--- src/rtl/id_usercode_register.sv ---
`default_nettype none
// ============================================================================
//  Module      : id_usercode_register
//  Description : JTAG identification data register serving both IDCODE and
//                USERCODE. Captures DEVICE_ID or the USERCODE holding
//                register into a DR_WIDTH-bit shift chain. It also tracks
//                the number of shifted bits, so that only an exact
//                DR_WIDTH-bit scan can commit a USERCODE write at Update-DR.
//  Ports       : tck, trst (sync active-low)       clock / reset
//                tdi / tdo                         serial data in / out
//                select_idcode, select_usercode    decoded instruction
//                captureDR, shiftDR, updateDR      TAP DR strobes
//                user_lock                         blocks USERCODE writes
//                usercode                          holding-register value
//                shift_count                       bits shifted since capture
//                update_error                      sticky rejected-write flag
//  Revision    : 1.0  initial release
// ============================================================================
module id_usercode_register #(
    parameter int                  DR_WIDTH          = 32,
    parameter logic [DR_WIDTH-1:0] DEVICE_ID         = 32'h0000_0001,
    parameter logic [DR_WIDTH-1:0] USERCODE_RESET    = 32'h0000_0000,
    parameter bit                  USERCODE_WRITABLE = 1'b1
) (
    input  logic                              tck,
    input  logic                              trst,
    input  logic                              tdi,
    output logic                              tdo,
    input  logic                              select_idcode,
    input  logic                              select_usercode,
    input  logic                              captureDR,
    input  logic                              shiftDR,
    input  logic                              updateDR,
    input  logic                              user_lock,
    output logic [DR_WIDTH-1:0]               usercode,
    output logic [$clog2(DR_WIDTH+1)-1:0]     shift_count,
    output logic                              update_error
);

    localparam int CW = $clog2(DR_WIDTH + 1);
    localparam logic [CW-1:0] c_full_count = CW'(DR_WIDTH);

    // IEEE 1149.1 requires the IDCODE LSB to be 1 to distinguish it from BYPASS.
    if (DEVICE_ID[0] != 1'b1) begin : g_idcode_lsb_check
        $error("id_usercode_register: DEVICE_ID bit 0 must be 1");
    end

    typedef enum logic [2:0] {
        ST_IDLE     = 3'd0,
        ST_LOADED   = 3'd1,
        ST_SHIFTING = 3'd2,
        ST_FULL     = 3'd3,
        ST_OVERRUN  = 3'd4
    } state_t;

    state_t                state_q,        state_d;
    logic [DR_WIDTH-1:0]   shift_reg_q,    shift_reg_d;
    logic [DR_WIDTH-1:0]   usercode_q,     usercode_d;
    logic [CW-1:0]         shift_count_q,  shift_count_d;
    logic                  update_error_q, update_error_d;

    logic                  w_sel;
    logic                  w_is_id;
    logic                  w_is_uc;
    logic [CW-1:0]         w_count_inc;
    logic                  w_write_ok;

    // IDCODE takes precedence when both instructions are reported active.
    assign w_sel       = select_idcode | select_usercode;
    assign w_is_id     = select_idcode;
    assign w_is_uc     = select_usercode & ~select_idcode;
    assign w_count_inc = shift_count_q + 1'b1;
    assign w_write_ok  = w_is_uc && USERCODE_WRITABLE &&
                         (state_q == ST_FULL) && !user_lock;

    always_comb begin
        state_d        = state_q;
        shift_reg_d    = shift_reg_q;
        usercode_d     = usercode_q;
        shift_count_d  = shift_count_q;
        update_error_d = update_error_q;

        if (w_sel) begin
            if (captureDR) begin
                shift_reg_d   = w_is_id ? DEVICE_ID : usercode_q;
                shift_count_d = '0;
                state_d       = ST_LOADED;
            end else if (shiftDR) begin
                shift_reg_d = {tdi, shift_reg_q[DR_WIDTH-1:1]};
                case (state_q)
                    ST_LOADED, ST_SHIFTING: begin
                        shift_count_d = w_count_inc;
                        state_d       = (w_count_inc == c_full_count) ? ST_FULL : ST_SHIFTING;
                    end
                    ST_FULL, ST_OVERRUN: begin
                        // Count saturates; an over-long scan can never look exact again.
                        shift_count_d = c_full_count;
                        state_d       = ST_OVERRUN;
                    end
                    default: begin
                        // Shifting without a prior capture moves data but is not counted.
                    end
                endcase
            end else if (updateDR) begin
                if (w_write_ok) begin
                    usercode_d = shift_reg_q;
                end else if (w_is_uc) begin
                    update_error_d = 1'b1;
                end
                state_d = ST_IDLE;
            end
        end
    end

    always_ff @(posedge tck) begin
        if (!trst) begin
            state_q        <= ST_IDLE;
            shift_reg_q    <= DEVICE_ID;
            usercode_q     <= USERCODE_RESET;
            shift_count_q  <= '0;
            update_error_q <= 1'b0;
        end else begin
            state_q        <= state_d;
            shift_reg_q    <= shift_reg_d;
            usercode_q     <= usercode_d;
            shift_count_q  <= shift_count_d;
            update_error_q <= update_error_d;
        end
    end

    assign tdo          = shift_reg_q[0];
    assign usercode     = usercode_q;
    assign shift_count  = shift_count_q;
    assign update_error = update_error_q;

endmodule
`default_nettype wire

--- config.mk ---
export PLATFORM = sky130hd
export DESIGN_NAME = id_usercode_register
export DESIGN_NICKNAME = d
export VERILOG_FILES = /design/src/rtl/id_usercode_register.sv
export SDC_FILE = /design/constraint.sdc
export NUM_CORES = 1
export LEC_CHECK = 0
export ABC_CLOCK_PERIOD_IN_PS = 2550
export CORE_MARGIN = 1
export CORE_UTILIZATION = 58
export DETAILED_ROUTE_END_ITERATION = 10
export GPL_ROUTABILITY_DRIVEN = 1
export PLACE_DENSITY_LB_ADDON = 0.2
export REMOVE_ABC_BUFFERS = 1
export SYNTH_ARGS = -nofsm -noshare
export SYNTH_HDL_FRONTEND = slang
export SYNTH_SLANG_ARGS = --single-unit
--- constraint.sdc ---
create_clock -name tck -period 2.55 [get_ports tck]
set_clock_uncertainty 0.15 [all_clocks]
set_input_delay 0.765 -clock tck [delete_from_list [all_inputs] [get_ports tck]]
set_output_delay 0.765 -clock tck [all_outputs]
set_load 0.01 [all_outputs]
==> impl_metrics.csv, run 1 <==
group,metric,value,unit
status,status,"finished, final reports clean",
min_path,hold_depth,2,
detailed_routing,wire_per_inst,14.11,um
sta,finalWorstSetupSlack,0.2301,ns
clock_network,cts.sinks,74,
synth,synth_seq_area_share,45.16,%
clock_network,root_buffer,"clkbuf_8",
floorplanning,core,5473,um^2
worst_setup_path,path_max_fanout,9,
global_route,grt_pass1_vias,2613,
clock_network,clk_pin_slew_worst_paths,0.07,ns
floorplanning,ios,49,
placed_design,pre_cts_slack,-0.05809,ns
placed_design,io_buffers,48,
detailed_routing,ant_nets,0,
pwr,peakVddDrop,0.3758,mV
detailed_routing,dr.pass1.iters,5,
clock_network,h-tree-depth,3,
sta,slew-limit-headroom,64.33,%
worst_setup_path,worstRegToRegCells,6,
sta,fmax,431.0,MHz
detailed_routing,drt-total-wl,7.225,mm
global_route,grt_use_total,25.17,%
synth,netlist.top_cell.by_area,"dfxtp_1",
pwr,power,2515,uW
sta,tightest_slew,0.5351,ns
clock_network,cts_hold_buf,0,
global_route,grt_overflow_total,0,
layout,antenna_cells,0,
layout,nets,447,
sta,period_share,90.98,%
synth,synthCells,394,
placed_design,placed_area,3845,um^2
global_route,grt_pass1_wl,11.88,mm
layout,final_util,74.65,%
synth,netlist_area,3281,um^2
worst_setup_path,start_kind,"primary input",
sta,rsz0062_at_grt,"no",
layout,final-seq-area,1481,um^2
layout,final_common_cell,"dfxtp_1",
floorplanning,start_util,59.95,%
sta,hold_violations,0,
synth,synth-seq-cells,74,
pwr,power_per_cell_area,615.7,nW/um^2
floorplanning,fp.dieH,77.21,um
clock_network,clk_latency,0.34,ns
worst_setup_path,required,2.66,ns
detailed_routing,drt_iter0_drc,222,
min_path,hold_class,"register to register",
placed_design,dpl.hpwl,4.456,mm
detailed_routing,drc_errors,0,
clock_network,cts_buffers,9,
job,drv_cap,0,
clock_network,cts_tree,"yes",
floorplanning,dieArea,5961,um^2
global_route,grt_antenna_before_repair,0,
worst_setup_path,cp.arrival,2.43,ns
layout,area_growth,24.52,%
layout,layout-drive-gt1-share,7.955,%
detailed_routing,vias_per_cell,5.674,
layout,stdcell_area,4085,um^2
clock_network,cts_setup_buffers,0,
pwr,p_leak,0.001349,uW
synth,syn_area_per_cell,8.327,um^2
worst_setup_path,critical_path_class,"primary input to register",
clock_network,postCtsResizedCells,0,
global_route,grt_max_degree,65,
placed_design,gp_congestion,0.7532,
synth,synth_top_area_share,45.16,%
layout,layout_common_cells,"74 x dfxtp_1, 69 x nand2_1, 47 x clkdlybuf4s50_1",
sta,timing.hold.ws,0.3218,ns
sta,final_max_slew_viol_count,0,
synth,yosysWarnings,0,
worst_setup_path,crit_path_end_kind,"register",
floorplanning,die_w,77.21,um
layout,fill_cells,429,
clock_network,clock_path_buffers,2,
sta,setup_violations,0,
detailed_routing,via_count,2905,
layout,multi_input_area,1652,um^2
synth,yosys-top-cells-area,"dfxtp_1 45%, a311oi_1 8.3%, nand2_1 7.9%",
floorplanning,std_cell_rows,27,
sta,period_needed,2.320,ns
synth,ys_types,32,
==> critical path: stages <==
cell             delay (ns)
clkdlybuf4s50_1        0.50
nand2b_1               0.22
nor4_2                 0.22
and3_1                 0.30
buf_4                  0.20
nand2_1                0.07
a21oi_1                0.16
==> area by class of cell <==
cell class,instances,share of cell area (%)
Clock inverter,5,2.511
Multi-Input combinational cell,288,40.43
Tap cell,72,2.205
Timing Repair Buffer,62,15.13
Clock buffer,10,3.369
Inverter,1,0.09188
Sequential cell,74,36.26
==> Yosys cell counts <==
cell type  number
nand3b_1       32
and3_1          2
inv_2           1
buf_4           1
o41ai_1         1
nor2b_1         4
a22oi_1         2
or3b_1          1
nor3_1          1
nor4_4          1
nand3_1         6
clkbuf_1       22
a21oi_1        37
o21ai_0         4
buf_6           3
or3_1           1
nor4_1          1
o21ai_1         2
nor4_2          1
dfxtp_1        74
buf_2           5
a311oi_1       31
and2_0          1
nand2b_1       33
nor2_2          1
nor2_1         45
a311oi_2        1
xnor2_1         5
mux2i_1         3
ha_1            2
nand2_1        69
a21o_1          1
==> kinds of logic (layout without fill, tap and decap cells) <==
logic type,Yosys count,in the layout,share of synthesized area (%)
muxes,3,3,0.9154
and+or+nand+nor,199,199,30.93
AOI/OAI and AO/OA,79,79,16.25
buffers and inverters,32,78,4.653
adders and majority gates,2,2,0.7627
xor gates and xnor gates,5,5,1.335
DFF,74,74,45.16
==> report_power, final <==
group | switching [uW] | total (uW) | internal [uW]
Combinational | 115 | 202 | 86.9
Sequential | 32.8 | 1230 | 1190
Clock | 416 | 1090 | 669
==> worst paths after layout <==
path,startpoint,slack [ns],end
hold reg to reg,usercode[0],0.32,usercode[0]
hold / removal,usercode[0],0.32,usercode[0]
setup / recovery,select_idcode,0.23,usercode[8]
setup reg to reg,state_q[1],0.78,usercode[8]
==> sequential cells by signal (all words and copies together), names as in the netlist <==
register,cells
shift_reg_q,32
usercode,32
shift_count,6
state_q,3
update_error,1
==> layer usage <==
metal	up-vias	GRT usage [%]	share of wire (%)
met1	1380	31.22	46
met2	62	41.86	48
met5	-	0	0
li1	1452	-	-
met3	11	4.524	3.8
met4	0	12.26	2.0
==> metrics by stage <==
stage,cells,setup TNS (ns)
after global routing,512,0
after CTS,512,0
after global placement,497,0
after floorplan,363,-6.003
final,512,0
after detailed placement,497,-1.071
Power figures use the tool's default switching activity.
==> run 2, diff against run 1 <==
--- a/config.mk
+++ b/config.mk
@@ -7,5 +7,5 @@
 export LEC_CHECK = 0
-export ABC_CLOCK_PERIOD_IN_PS = 2550
+export ABC_CLOCK_PERIOD_IN_PS = 2900
 export CORE_MARGIN = 1
-export CORE_UTILIZATION = 58
+export CORE_UTILIZATION = 30
 export DETAILED_ROUTE_END_ITERATION = 10
==> constraint.sdc (replaced) <==
create_clock -name tck -period 2.9 [get_ports tck]
set_clock_uncertainty 0.15 [all_clocks]
set_input_delay 0.87 -clock tck [delete_from_list [all_inputs] [get_ports tck]]
set_output_delay 0.87 -clock tck [all_outputs]
set_load 0.05 [all_outputs]
==> impl_metrics.csv, run 2 (same netlist as run 1, synthesis figures left out) <==
group,metric,value,unit
status,status,"finished, final reports clean",
placed_design,gp_congestion,0.7661,
global_route,globalRouteMet3Util,3.587,%
worst_setup_path,critical_path_class,"register to output pin",
layout,layout-drive-gt1-share,7.289,%
detailed_routing,vias_per_cell,4.977,
placed_design,pre_cts_slack,0.1509,ns
min_path,hold_depth,2,
sta,tightest_slew,0.5883,ns
floorplanning,start_util,31.36,%
clock_network,cts_hold_buf,0,
clock_network,postCtsResizedCells,0,
detailed_routing,drt-total-wl,8.161,mm
placed_design,io_buffers,48,
global_route,grt_antenna_before_repair,0,
global_route,grt_pass1_wl,13.39,mm
floorplanning,die_w,106.6,um
floorplanning,ios,49,
layout,area_growth,24.41,%
global_route,grt_use_met1,21.30,%
sta,fmax,372.2,MHz
global_route,grt_max_degree,67,
detailed_routing,via_count,2862,
sta,period_needed,2.686,ns
worst_setup_path,cp.arrival,1.67,ns
sta,hold_violations,0,
clock_network,h-tree-depth,3,
clock_network,root_buffer,"clkbuf_8",
detailed_routing,dr.pass1.iters,5,
job,drv_cap,0,
detailed_routing,drt_iter0_drc,104,
worst_setup_path,crit_slowest_cell,"clkdlybuf4s50_1",
detailed_routing,ant_nets,0,
clock_network,cts_setup_buffers,0,
worst_setup_path,start_kind,"register",
clock_network,cts_tree,"yes",
global_route,grt_use_total,15.17,%
sta,period_share,92.64,%
floorplanning,fp.dieH,106.6,um
global_route,grt_pass1_vias,2606,
min_path,hold_class,"register to register",
worst_setup_path,path_buf_inv,1,
worst_setup_path,r2r_setup_slack,1.13,ns
worst_setup_path,required,1.88,ns
worst_setup_path,slowest_delay,0.85,ns
clock_network,clk_pin_slew_worst_paths,0.08,ns
layout,finalNonFillerCells,575,
clock_network,clock_path_buffers,2,
global_route,grtUsageMet2,21.75,%
worst_setup_path,cp_cell_sequence,"clkdlybuf4s50_1",
placed_design,dpl.hpwl,5.041,mm
clock_network,cts.sinks,74,
global_route,grt_overflow_total,0,
worst_setup_path,crit_path_end_kind,"output pin",
floorplanning,std_cell_rows,37,
sta,rsz0062_at_grt,"no",
detailed_routing,wire_per_inst,14.19,um
placed_design,placed_cells,559,
layout,nets,445,
sta,final_max_slew_viol_count,0,
clock_network,clk_latency,0.36,ns
worst_setup_path,critical_path.top_delay_family,"buffers and inverters",
worst_setup_path,worstRegToRegCells,5,
pwr,power_per_cell_area,511.9,nW/um^2
global_route,busiest_layer,"met2",
pwr,peakVddDrop,0.2013,mV
worst_setup_path,cp.depth,1,
sta,finalWorstSetupSlack,0.2135,ns
layout,layout_common_cells,"74 x dfxtp_1, 69 x nand2_1, 47 x clkdlybuf4s50_1",
floorplanning,dieArea,11360,um^2
pwr,p_leak,0.001309,uW
clock_network,cts_buffers,9,
sta,slew-limit-headroom,60.78,%
detailed_routing,drc_errors,0,
worst_setup_path,path_max_fanout,7,
floorplanning,core,10460,um^2
layout,antenna_cells,0,
layout,final_common_cell,"dfxtp_1",
sta,setup_violations,0,
run 2: path summary, 6_finish.rpt:
| check | from | endpoint |
|---|---|---|
| worst max-delay path | shift_count[2] | shift_count[2] |
| worst min-delay path | usercode[31] | usercode[31] |
| worst max register to register | state_q[2] | state_q[2] |
| worst min register to register | usercode[31] | usercode[31] |
run 2: metal layers:
metal	routed length, um	vias to the layer above	part of all wire (%)
met5	0	-	0
met4	165	0	2.0
met3	319	13	3.9
met2	3475	49	43
met1	4202	1358	51
li1	-	1442	-
run 2: layout make-up:
type	instances	area (um^2)
clock buffer	12	145.1
clock inverter	4	51.30
tap	136	170.2
timing repair buffer	60	578.1
sequential	74	1481
fill	1111	6381
multi-input combinational	288	1652
inverter	1	3.754
run 2: metrics by stage:
step	instance area [um^2]	util, %	total power, uW	TNS (ns)	hold WS, ns
global route	4081	39.01	2177	0	0.3370
floorplan	3132	-	1206	-1.472	0.2957
finish	4081	39.01	2089	0	0.3245
detailed placement	3885	37.13	1285	0	0.3092
global placement	3885	37.13	1282	0	0.3076
CTS	4081	39.01	2115	0	0.3257
run 2: report_power, final:
group	total (uW)	internal (uW)	switching, uW
Combinational	181	72.9	108
Clock	830	422	408
Sequential	1080	1050	28.5
